==> config.mk <==
export PLATFORM = sky130hd
export DESIGN_NAME = push_engine_flat
export DESIGN_NICKNAME = d
export VERILOG_FILES = /design/src/rtl/push_engine_if.sv /design/src/rtl/push_engine.sv /design/src/flat_wrapper.sv
export SDC_FILE = /design/constraint.sdc
export NUM_CORES = 1
export LEC_CHECK = 0
export ABC_CLOCK_PERIOD_IN_PS = 14200
export CORE_MARGIN = 2
export CORE_UTILIZATION = 61
export CTS_CLUSTER_DIAMETER = 40
export DETAILED_ROUTE_END_ITERATION = 7
export HOLD_SLACK_MARGIN = 0.12
export PLACE_DENSITY_LB_ADDON = 0.1
export SLEW_MARGIN = 40
export SYNTH_ARGS = -nofsm -noshare
export SYNTH_HDL_FRONTEND = slang
export SYNTH_SLANG_ARGS = --single-unit
==> constraint.sdc <==
create_clock -name clk -period 14.2 [get_ports clk]
set_clock_uncertainty 0.05 [all_clocks]
set_input_delay 2.13 -clock clk [delete_from_list [all_inputs] [get_ports clk]]
set_output_delay 2.13 -clock clk [all_outputs]
set_load 0.005 [all_outputs]
==> src/rtl/push_engine_if.sv <==
// push_engine_if: level-load, move-request, status and GRAM port bundle (master = controller/GRAM side, slave = engine)
interface push_engine_if;
  logic load;
  logic [4:0] px_init;
  logic [3:0] py_init;
  logic [7:0] boxes_init;
  logic dir_valid;
  logic [1:0] dir;
  logic [3:0] GData_out;
  logic [8:0] GAddr_w;
  logic Grea;
  logic Gwea;
  logic [3:0] GData_in;
  logic busy;
  logic moved;
  logic blocked;
  logic [15:0] step_count;
  logic win;
  modport master(output load, px_init, py_init, boxes_init, dir_valid, dir, GData_out,
                 input GAddr_w, Grea, Gwea, GData_in, busy, moved, blocked, step_count, win);
  modport slave(input load, px_init, py_init, boxes_init, dir_valid, dir, GData_out,
                output GAddr_w, Grea, Gwea, GData_in, busy, moved, blocked, step_count, win);
endinterface

==> src/rtl/push_engine.sv <==
// push_engine: Sokoban move engine on a 20x15 GRAM (clk, async rst, bus: load/dir requests in, GRAM access and moved/blocked/step_count/win out)
module push_engine (
  input logic clk,
  input logic rst,
  push_engine_if.slave bus
);
  typedef enum logic [3:0] {IDLE, RD1, RD2, RD3, DEC, WP, WN, WNN, DONE} state_t;
  state_t state, nxt;
  logic [4:0] px, n1x, n2x;
  logic [3:0] py, n1y, n2y, t1, t2;
  logic [7:0] box_left;
  logic [15:0] steps;
  logic [1:0] dir_r, d;
  logic on_goal, ok, loaded, n1_off, n2_off, push, walk, free2;
  logic [8:0] a1, a2, ap;
  function automatic logic [8:0] addr(input logic [4:0] x, input logic [3:0] y);
    return 9'(y) * 9'd20 + 9'(x);
  endfunction
  always_comb begin
    d = state == IDLE ? bus.dir : dir_r;
    n1x = d == 2'd2 ? px - 5'd1 : d == 2'd3 ? px + 5'd1 : px;
    n2x = d == 2'd2 ? px - 5'd2 : d == 2'd3 ? px + 5'd2 : px;
    n1y = d == 2'd0 ? py - 4'd1 : d == 2'd1 ? py + 4'd1 : py;
    n2y = d == 2'd0 ? py - 4'd2 : d == 2'd1 ? py + 4'd2 : py;
    n1_off = d == 2'd0 ? py == 4'd0 : d == 2'd1 ? py == 4'd14 : d == 2'd2 ? px == 5'd0 : px == 5'd19;
    n2_off = d == 2'd0 ? py < 4'd2 : d == 2'd1 ? py > 4'd12 : d == 2'd2 ? px < 5'd2 : px > 5'd17;
    a1 = addr(n1x, n1y);
    a2 = addr(n2x, n2y);
    ap = addr(px, py);
    walk = t1 == 4'd0 || t1 == 4'd2;
    push = t1 == 4'd3 || t1 == 4'd4;
    free2 = t2 == 4'd0 || t2 == 4'd2;
  end
  always_ff @(posedge clk or posedge rst)
    if (rst) state <= IDLE;
    else state <= nxt;
  always_comb begin
    nxt = state;
    case (state)
      IDLE: nxt = bus.load ? IDLE : bus.dir_valid ? (n1_off ? DONE : RD1) : IDLE;
      RD1: nxt = RD2;
      RD2: nxt = RD3;
      RD3: nxt = DEC;
      DEC: nxt = walk || (push && free2) ? WP : DONE;
      WP: nxt = WN;
      WN: nxt = push ? WNN : DONE;
      WNN: nxt = DONE;
      default: nxt = IDLE;
    endcase
  end
  // In WNN the player already stands on N1, so the box target (old N2) is the new N1.
  always_comb begin
    bus.busy = state != IDLE;
    bus.Grea = state == RD1 || (state == RD2 && !n2_off);
    bus.Gwea = state == WP || state == WN || state == WNN;
    bus.GAddr_w = state == RD1 || state == WN || state == WNN ? a1 :
                  state == RD2 && !n2_off ? a2 : state == WP ? ap : 9'd0;
    bus.GData_in = state == WP ? (on_goal ? 4'd2 : 4'd0) :
                   state == WN ? (t1 == 4'd2 || t1 == 4'd4 ? 4'd6 : 4'd5) :
                   state == WNN ? (t2 == 4'd2 ? 4'd4 : 4'd3) : 4'd0;
    bus.moved = state == DONE && ok;
    bus.blocked = state == DONE && !ok;
    bus.step_count = steps;
    bus.win = loaded && box_left == 8'd0;
  end
  always_ff @(posedge clk or posedge rst)
    if (rst) begin
      px <= '0;
      py <= '0;
      box_left <= '0;
      steps <= '0;
      on_goal <= 1'b0;
      loaded <= 1'b0;
      ok <= 1'b0;
      dir_r <= '0;
      t1 <= '0;
      t2 <= '0;
    end else begin
      if (state == IDLE && bus.load) begin
        px <= bus.px_init;
        py <= bus.py_init;
        box_left <= bus.boxes_init;
        steps <= '0;
        on_goal <= 1'b0;
        loaded <= 1'b1;
      end else if (state == IDLE && bus.dir_valid) begin
        dir_r <= bus.dir;
        ok <= 1'b0;
      end
      if (state == RD2) t1 <= bus.GData_out;
      if (state == RD3) t2 <= n2_off ? 4'd1 : bus.GData_out;
      if (state == WN) begin
        px <= n1x;
        py <= n1y;
        on_goal <= t1 == 4'd2 || t1 == 4'd4;
        ok <= 1'b1;
      end
      if (state == WNN)
        box_left <= t1 == 4'd3 && t2 == 4'd2 && box_left != 8'd0 ? box_left - 8'd1 :
                    t1 == 4'd4 && t2 == 4'd0 && box_left != 8'd255 ? box_left + 8'd1 : box_left;
      if (state == DONE && ok) steps <= steps + 16'd1;
    end
endmodule

==> src/flat_wrapper.sv <==
// flat-port wrapper written by rule: the top's interface ports become plain ports
module push_engine_flat 
  (clk, rst, bus_load, bus_px_init, bus_py_init, bus_boxes_init, bus_dir_valid, bus_dir, bus_GData_out, bus_GAddr_w, bus_Grea, bus_Gwea, bus_GData_in, bus_busy, bus_moved, bus_blocked, bus_step_count, bus_win);
  push_engine_if bus_i ();
  input logic clk;
  input logic rst;
  input wire logic [$bits(bus_i.load)-1:0] bus_load;
  input wire logic [$bits(bus_i.px_init)-1:0] bus_px_init;
  input wire logic [$bits(bus_i.py_init)-1:0] bus_py_init;
  input wire logic [$bits(bus_i.boxes_init)-1:0] bus_boxes_init;
  input wire logic [$bits(bus_i.dir_valid)-1:0] bus_dir_valid;
  input wire logic [$bits(bus_i.dir)-1:0] bus_dir;
  input wire logic [$bits(bus_i.GData_out)-1:0] bus_GData_out;
  output wire logic [$bits(bus_i.GAddr_w)-1:0] bus_GAddr_w;
  output wire logic [$bits(bus_i.Grea)-1:0] bus_Grea;
  output wire logic [$bits(bus_i.Gwea)-1:0] bus_Gwea;
  output wire logic [$bits(bus_i.GData_in)-1:0] bus_GData_in;
  output wire logic [$bits(bus_i.busy)-1:0] bus_busy;
  output wire logic [$bits(bus_i.moved)-1:0] bus_moved;
  output wire logic [$bits(bus_i.blocked)-1:0] bus_blocked;
  output wire logic [$bits(bus_i.step_count)-1:0] bus_step_count;
  output wire logic [$bits(bus_i.win)-1:0] bus_win;
  assign bus_i.load = bus_load;
  assign bus_i.px_init = bus_px_init;
  assign bus_i.py_init = bus_py_init;
  assign bus_i.boxes_init = bus_boxes_init;
  assign bus_i.dir_valid = bus_dir_valid;
  assign bus_i.dir = bus_dir;
  assign bus_i.GData_out = bus_GData_out;
  assign bus_GAddr_w = bus_i.GAddr_w;
  assign bus_Grea = bus_i.Grea;
  assign bus_Gwea = bus_i.Gwea;
  assign bus_GData_in = bus_i.GData_in;
  assign bus_busy = bus_i.busy;
  assign bus_moved = bus_i.moved;
  assign bus_blocked = bus_i.blocked;
  assign bus_step_count = bus_i.step_count;
  assign bus_win = bus_i.win;
  push_engine u_core (.clk(clk), .rst(rst), .bus(bus_i));
endmodule
==> results of run 1 <==
## cell type report
class | instances | area, µm² | share of cell area (%)
clock buffer | 6 | 72.6 | 1.39
clock inverter | 1 | 7.51 | 0.143
inverter | 37 | 141 | 2.70
multi-input combinational | 434 | 3030 | 57.9
sequential | 50 | 1250 | 23.9
tap | 99 | 124 | 2.37
timing repair buffer | 61 | 608 | 11.6
## synth_stat cells, drive strengths merged (4+ instances only)
cell type	instances	area share [%]
xnor2	21	4.2
nor3b	4	0.67
nor2	33	2.7
buf	6	1.0
fa	7	3.1
xor2	8	1.6
o211ai	5	0.83
a22o	7	1.4
nand2b	8	1.1
dfrtp	50	28
o21ai	43	4.8
nand2	68	5.7
inv	37	3.1
a21oi	31	3.5
ha	41	11
a21o	9	1.5
nand4	13	1.8
nor2b	8	1.1
clkbuf	12	1.0
nor3	17	1.9
mux2i	10	2.2
mux2	10	2.5
nand3	25	3.1
a221o	7	1.6
a22oi	4	0.67
and3	6	0.83
## per-stage QoR
stage	area [µm²]	hold slack, ns	cells	setup slack [ns]	utilization, %
after CTS	5240	0.420	688	5.56	72.6
after global routing	5240	0.433	688	5.29	72.6
after floorplan	4510	0.365	539	6.88	-
after detailed placement	5150	0.398	681	5.56	71.5
final	5240	0.420	688	5.52	72.6
after global placement	5150	0.396	681	5.71	71.4
## sequential cells by signal, summed over array words and instances (netlist names), 2 cells and up
signal,flops
u_core.bus.step_count,16
u_core.state,4
u_core.t2,4
u_core.py,4
u_core.box_left,8
u_core.dir_r,2
u_core.px,5
u_core.t1,4
## cells by family after synthesis
group / after synthesis
simple gates: 198
other cells: 1
flops: 50
fa+ha+maj: 48
mux: 20
xor+xnor: 29
compound gates: 138
buf+inv: 55
## worst max path at each step
stage	slack [ns]	end	from	cells after the start
2_1_floorplan	6.88	bus_GAddr_w[8]	bus_dir[1]	14
4_1_cts	5.56	bus_GAddr_w[8]	bus_dir[0]	15
3_5_place_dp	5.56	bus_GAddr_w[8]	bus_dir[0]	15
6_report	5.52	bus_GAddr_w[8]	bus_dir[0]	15
5_1_grt	5.29	bus_GAddr_w[8]	bus_dir[0]	15
3_3_place_gp	5.71	bus_GAddr_w[8]	bus_dir[0]	15
## worst min-delay path: stages, from the launching register on
cell and delay [ns]:
dfrtp_1 0.33, inv_1 0.06, nand2_1 0.05
## layer usage
layer	GRT usage (%)	vias to the layer above	part of all wire (%)
met5	0	-	0
met4	7.56	0	1.3
met3	4.69	18	7.1
met2	48.7	186	47
met1	43.2	2013	45
li1	-	2035	-
==> summary.txt, run 1 <==
Worst setup path
  • Critical path type: in -> out
  • Crit-path max FO: 15
  • CP max stage delay: 0.65 ns
  • Reg2reg path depth: 10
  • Top delay family on crit path: compound AO/OA/AOI/OAI gates
  • R2R setup slack: 10.66 ns
  • Critical R2R Launch: u_core.box_left[0]$_DFFE_PP0P_
  • Buf+Inv Stages, Crit Path: 3
  • Critical path capture point type: output pin
  • CP required: about 12 ns
  • Terminus of the critical flop-to-flop path: u_core.box_left[6]$_DFFE_PP0P_
  • Cell Chain, Critical Path: clkdlybuf4s50_1 -> a21boi_2 -> xnor2_1 -> a21oi_1 -> ha_1 -> ha_1 -> inv_1 -> fa_1 -> nand2b_1 -> o21bai_1 -> nor2_1 -> mux2_2 -> o211a_1 -> or4_1 -> clkdlybuf4s50_1
  • WP data arrival: 6.50 ns
  • Setup crit start kind: input pin
  • Crit-path slowest cell: a21boi_2

Yosys
  • Post-Syn Instances: between 500 and 600
  • Mapped Area: 4510 µm²
  • Largest family of logic cells by synthesized area: simple AND/OR/NAND/NOR gates
  • Sequential-to-total area share from yosys stat: 27.8%
  • Top FF cell, synth: dfrtp_1
  • Synth warn: 0
  • Synth Register Bits: 50
  • Synth Area in Compound Gates: slightly above 20%
  • Post-Synth Adder-Cell Area: approximately 14%
  • Netlist cell types: between 60 and 70
  • Mux share of post-synthesis cell area: 4.72%
  • Number of synthesized flops with an enable pin: 0
  • Post-synthesis xor/xnor area fraction: 5.80%
  • Synth Net Count: around 610
  • Synth Area in Simple Gates: 21.8%
  • Synth async-reset ratio: 100%
  • Syn Area/Cell: 8.36 µm²

Finish
  • Final nets: 664
  • Layout area overhead: 16.2%
  • Layout cells sized above 1: 5.26%
  • Most frequent cells in the layout: nand2_1, clkdlybuf4s50_1, dfrtp_1
  • Number of fill cells in the layout: 604
  • Commonest non-fill, non-tap cell in the layout: nand2_1
  • Diode count: 0

Clocking
  • H-tree levels: 2
  • Hold buffer count at CTS: 0
  • Postcts setup bufs: 0
  • Max clock buf depth: 2
  • CTS clk-pin slew, worst paths: approximately 0.09 ns
  • CTS root buffer: clkbuf_8
  • CTS buffer count: 5
  • TritonCTS clock tree: yes
  • CTS resizes: 0
  • Worst-Skew Late Latency: 0.31 ns
  • Clk sinks: 50

GRT
  • First-pass GRT wire length: 20100 µm
  • Vias in the first global route: between 4000 and 5000
  • Largest net degree at the start of global routing: roughly 50
  • Initial antenna violation count: 0
  • Grt ovf: 0
  • Total GRT Usage: 30.3%

STA
  • Setup TNS: 0 ns
  • Slew at the pin with the worst max-slew slack: 0.747 ns
  • Pins Over Slew Limit: 0
  • Fmax: 115 MHz
  • Period utilization: between 60 and 70%
  • Worst slew margin: between 40% and 50%
  • Unrepaired setup endpoints after global routing: false
  • Count of endpoints failing setup in the final report: 0
  • Final min period: 8.68 ns
  • Final hold vios: 0

Die
  • Core Footprint: 7210 µm²
  • Chip Height: 90.0 µm
  • Die Width: between 80 and 90 µm
  • Core Rows: 31
  • DIE AREA: 8090 µm²
  • Initial core utilization: a little over three fifths
  • Ports: 62

Hold path
  • Hold EP: u_core.loaded$_DFFE_PP0P_
  • Min-delay worst type: reg -> reg
  • Min-delay src: u_core.loaded$_DFFE_PP0P_
  • Hold depth: 2

Routing
  • Final antenna-violating net count: 0
  • Detailed-route DRC error count: 0
  • Routed Wire Length: 11800 µm
  • Vias/cell: 6.18
  • Vias post-DR: 4252
  • Iteration-0 DRC count of the detailed router: 285
  • Routed length per instance: 17.1 µm
  • TritonRoute pass-1 iters: 5

Outcome
  • Status: finished, final reports clean

Place
  • GPL Wtd Cong: approximately 0.94
  • Buffers on Ports: 60
  • Detailed Place HPWL: 9070 µm

Job
  • Max-cap violations: 0
Power of run 1 is left out: the tool's default activity adds up to more than one toggle a clock period on the data nets, which glitch-free logic cannot reach.
==> run 2, diff against run 1 <==
ABC_CLOCK_PERIOD_IN_PS = 7100   (was 14200)
CORE_UTILIZATION = 51   (was 61)
clock period = 7.1 ns   (was 14.2 ns; I/O delays follow)
==> summary.txt, run 2 (same netlist as run 1, synthesis figures left out) <==
Die
  • Die Width: a little under 100 µm
  • Ports: 62
  • Core Footprint: 8640 µm²
  • Chip Height: 98.0 µm
  • Initial core utilization: 52.2%
  • DIE AREA: 9600 µm²
  • Core Rows: 34

Clocking
  • Worst-Skew Late Latency: 0.30 ns
  • H-tree levels: 2
  • Clk sinks: 50
  • Postcts setup bufs: 0
  • CTS clk-pin slew, worst paths: about 0.1 ns
  • Hold buffer count at CTS: 0
  • CTS buffer count: 5
  • CTS resizes: 0
  • CTS root buffer: clkbuf_8
  • TritonCTS clock tree: yes
  • Max clock buf depth: 2

Worst setup path
  • Critical path type: reg -> out
  • Crit-path max FO: 15
  • R2R setup slack: 3.51 ns
  • Worst setup path endpoint: bus_GAddr_w[8]
  • Critical R2R Launch: u_core.box_left[5]$_DFFE_PP0P_
  • Terminus of the critical flop-to-flop path: u_core.box_left[6]$_DFFE_PP0P_
  • Setup crit start kind: flop
  • Critical path launch point: u_core.state[1]$_DFF_PP0_
  • WP data arrival: around 5.4 ns
  • Critical path capture point type: output pin
  • Reg2reg path depth: 10
  • CP required: 5.98 ns

STA
  • Setup TNS: 0 ns
  • Pins Over Slew Limit: 0
  • Final min period: 6.56 ns
  • Worst slew margin: 50.7%
  • Slew at the pin with the worst max-slew slack: roughly 0.73 ns
  • Period utilization: just over 90%
  • Unrepaired setup endpoints after global routing: false
  • Fmax: 152 MHz
  • Final hold vios: 0
  • Count of endpoints failing setup in the final report: 0
  • Hold_ws: 0.422 ns

Finish
  • Commonest non-fill, non-tap cell in the layout: nand2_1
  • Layout area overhead: 17.9%
  • Most frequent cells in the layout: nand2_1, clkdlybuf4s50_1, dfrtp_1
  • Max reg flops: 16
  • Layout cells sized above 1: 5.75%
  • Diode count: 0
  • Final nets: between 600 and 700
  • Post-route cell area: 5310 µm²

GRT
  • Top Usage Layer GRT: met2
  • Met1 Usage GRT: 37.1%
  • Vias in the first global route: 3969
  • Initial antenna violation count: 0
  • First-pass GRT wire length: 19800 µm
  • Grt ovf: 0
  • Met2 Use GR: 38.6%
  • Largest net degree at the start of global routing: 51
  • Met3 global-route usage: 4.08%
  • Total GRT Usage: 24.9%

Routing
  • Routed Wire Length: 11800 µm
  • Detailed-route DRC error count: 0
  • TritonRoute pass-1 iters: 5
  • Vias/cell: 5.94
  • Final antenna-violating net count: 0
  • Iteration-0 DRC count of the detailed router: 265
  • Routed length per instance: ~17 µm
  • Vias post-DR: 4154

Place
  • Buffers on Ports: 60
  • GPL Wtd Cong: around 0.96
  • Detailed Place HPWL: 8960 µm
  • Post-DP Area: 5170 µm²

Outcome
  • Status: finished, final reports clean

Job
  • Max-cap violations: 0

Hold path
  • Min-delay worst type: reg -> reg
==> run 2: cell types whose count changed in the layout (fill, tap and decap cells not counted) <==
cell	delta
clkbuf_1	-1
clkinv_4	+1
clkinvlp_4	-1
bufinv_16	+2
buf_4	+1
==> run 2: worst min-delay path by stage <==
stage | start | to | cells past startpoint
6_report | u_core.loaded$_DFFE_PP0P_ | u_core.loaded$_DFFE_PP0P_ | 2
5_1_grt | u_core.loaded$_DFFE_PP0P_ | u_core.loaded$_DFFE_PP0P_ | 2
4_1_cts | u_core.loaded$_DFFE_PP0P_ | u_core.loaded$_DFFE_PP0P_ | 2
3_5_place_dp | u_core.loaded$_DFFE_PP0P_ | u_core.loaded$_DFFE_PP0P_ | 2
3_3_place_gp | u_core.loaded$_DFFE_PP0P_ | u_core.loaded$_DFFE_PP0P_ | 2
2_1_floorplan | u_core.loaded$_DFFE_PP0P_ | u_core.loaded$_DFFE_PP0P_ | 2
==> run 2: worst max-delay path: stages (launching register included) <==
cell             delay (ns)
dfrtp_1                0.57
o41ai_1                0.69
a21boi_2               0.70
xnor2_1                0.14
a21oi_1                0.29
ha_1                   0.21
ha_1                   0.17
inv_1                  0.06
fa_1                   0.48
nand2b_1               0.12
o21bai_1               0.22
nor2_1                 0.07
mux2_2                 0.28
o211a_1                0.20
or4_1                  0.46
clkdlybuf4s50_1        0.46
==> run 2: per-stage QoR <==
step	util, %	std cells	setup slack [ns]
2_1_floorplan	-	539	1.91
3_3_place_gp	59.8	691	0.728
3_5_place_dp	59.9	691	0.654
4_1_cts	61.5	699	0.604
5_1_grt	61.5	699	0.162
6_report	61.5	699	0.542
==> run 2: final cells by class <==
class,instances,area (µm²)
clock buffers,5,68.8
repair buffers,62,616
clock inverters,3,68.8
multi-input cells,434,3030
well taps,108,135
inverters,37,141
flip-flops and latches,50,1250
fillers,786,3320
==> run 2: layer usage <==
layer	share of wire, %	up-vias
met1	48	1966
li1	-	2045
met5	0	-
met2	45	133
met3	6.5	10
met4	1.0	0
Power of run 2 is left out for the same reason.
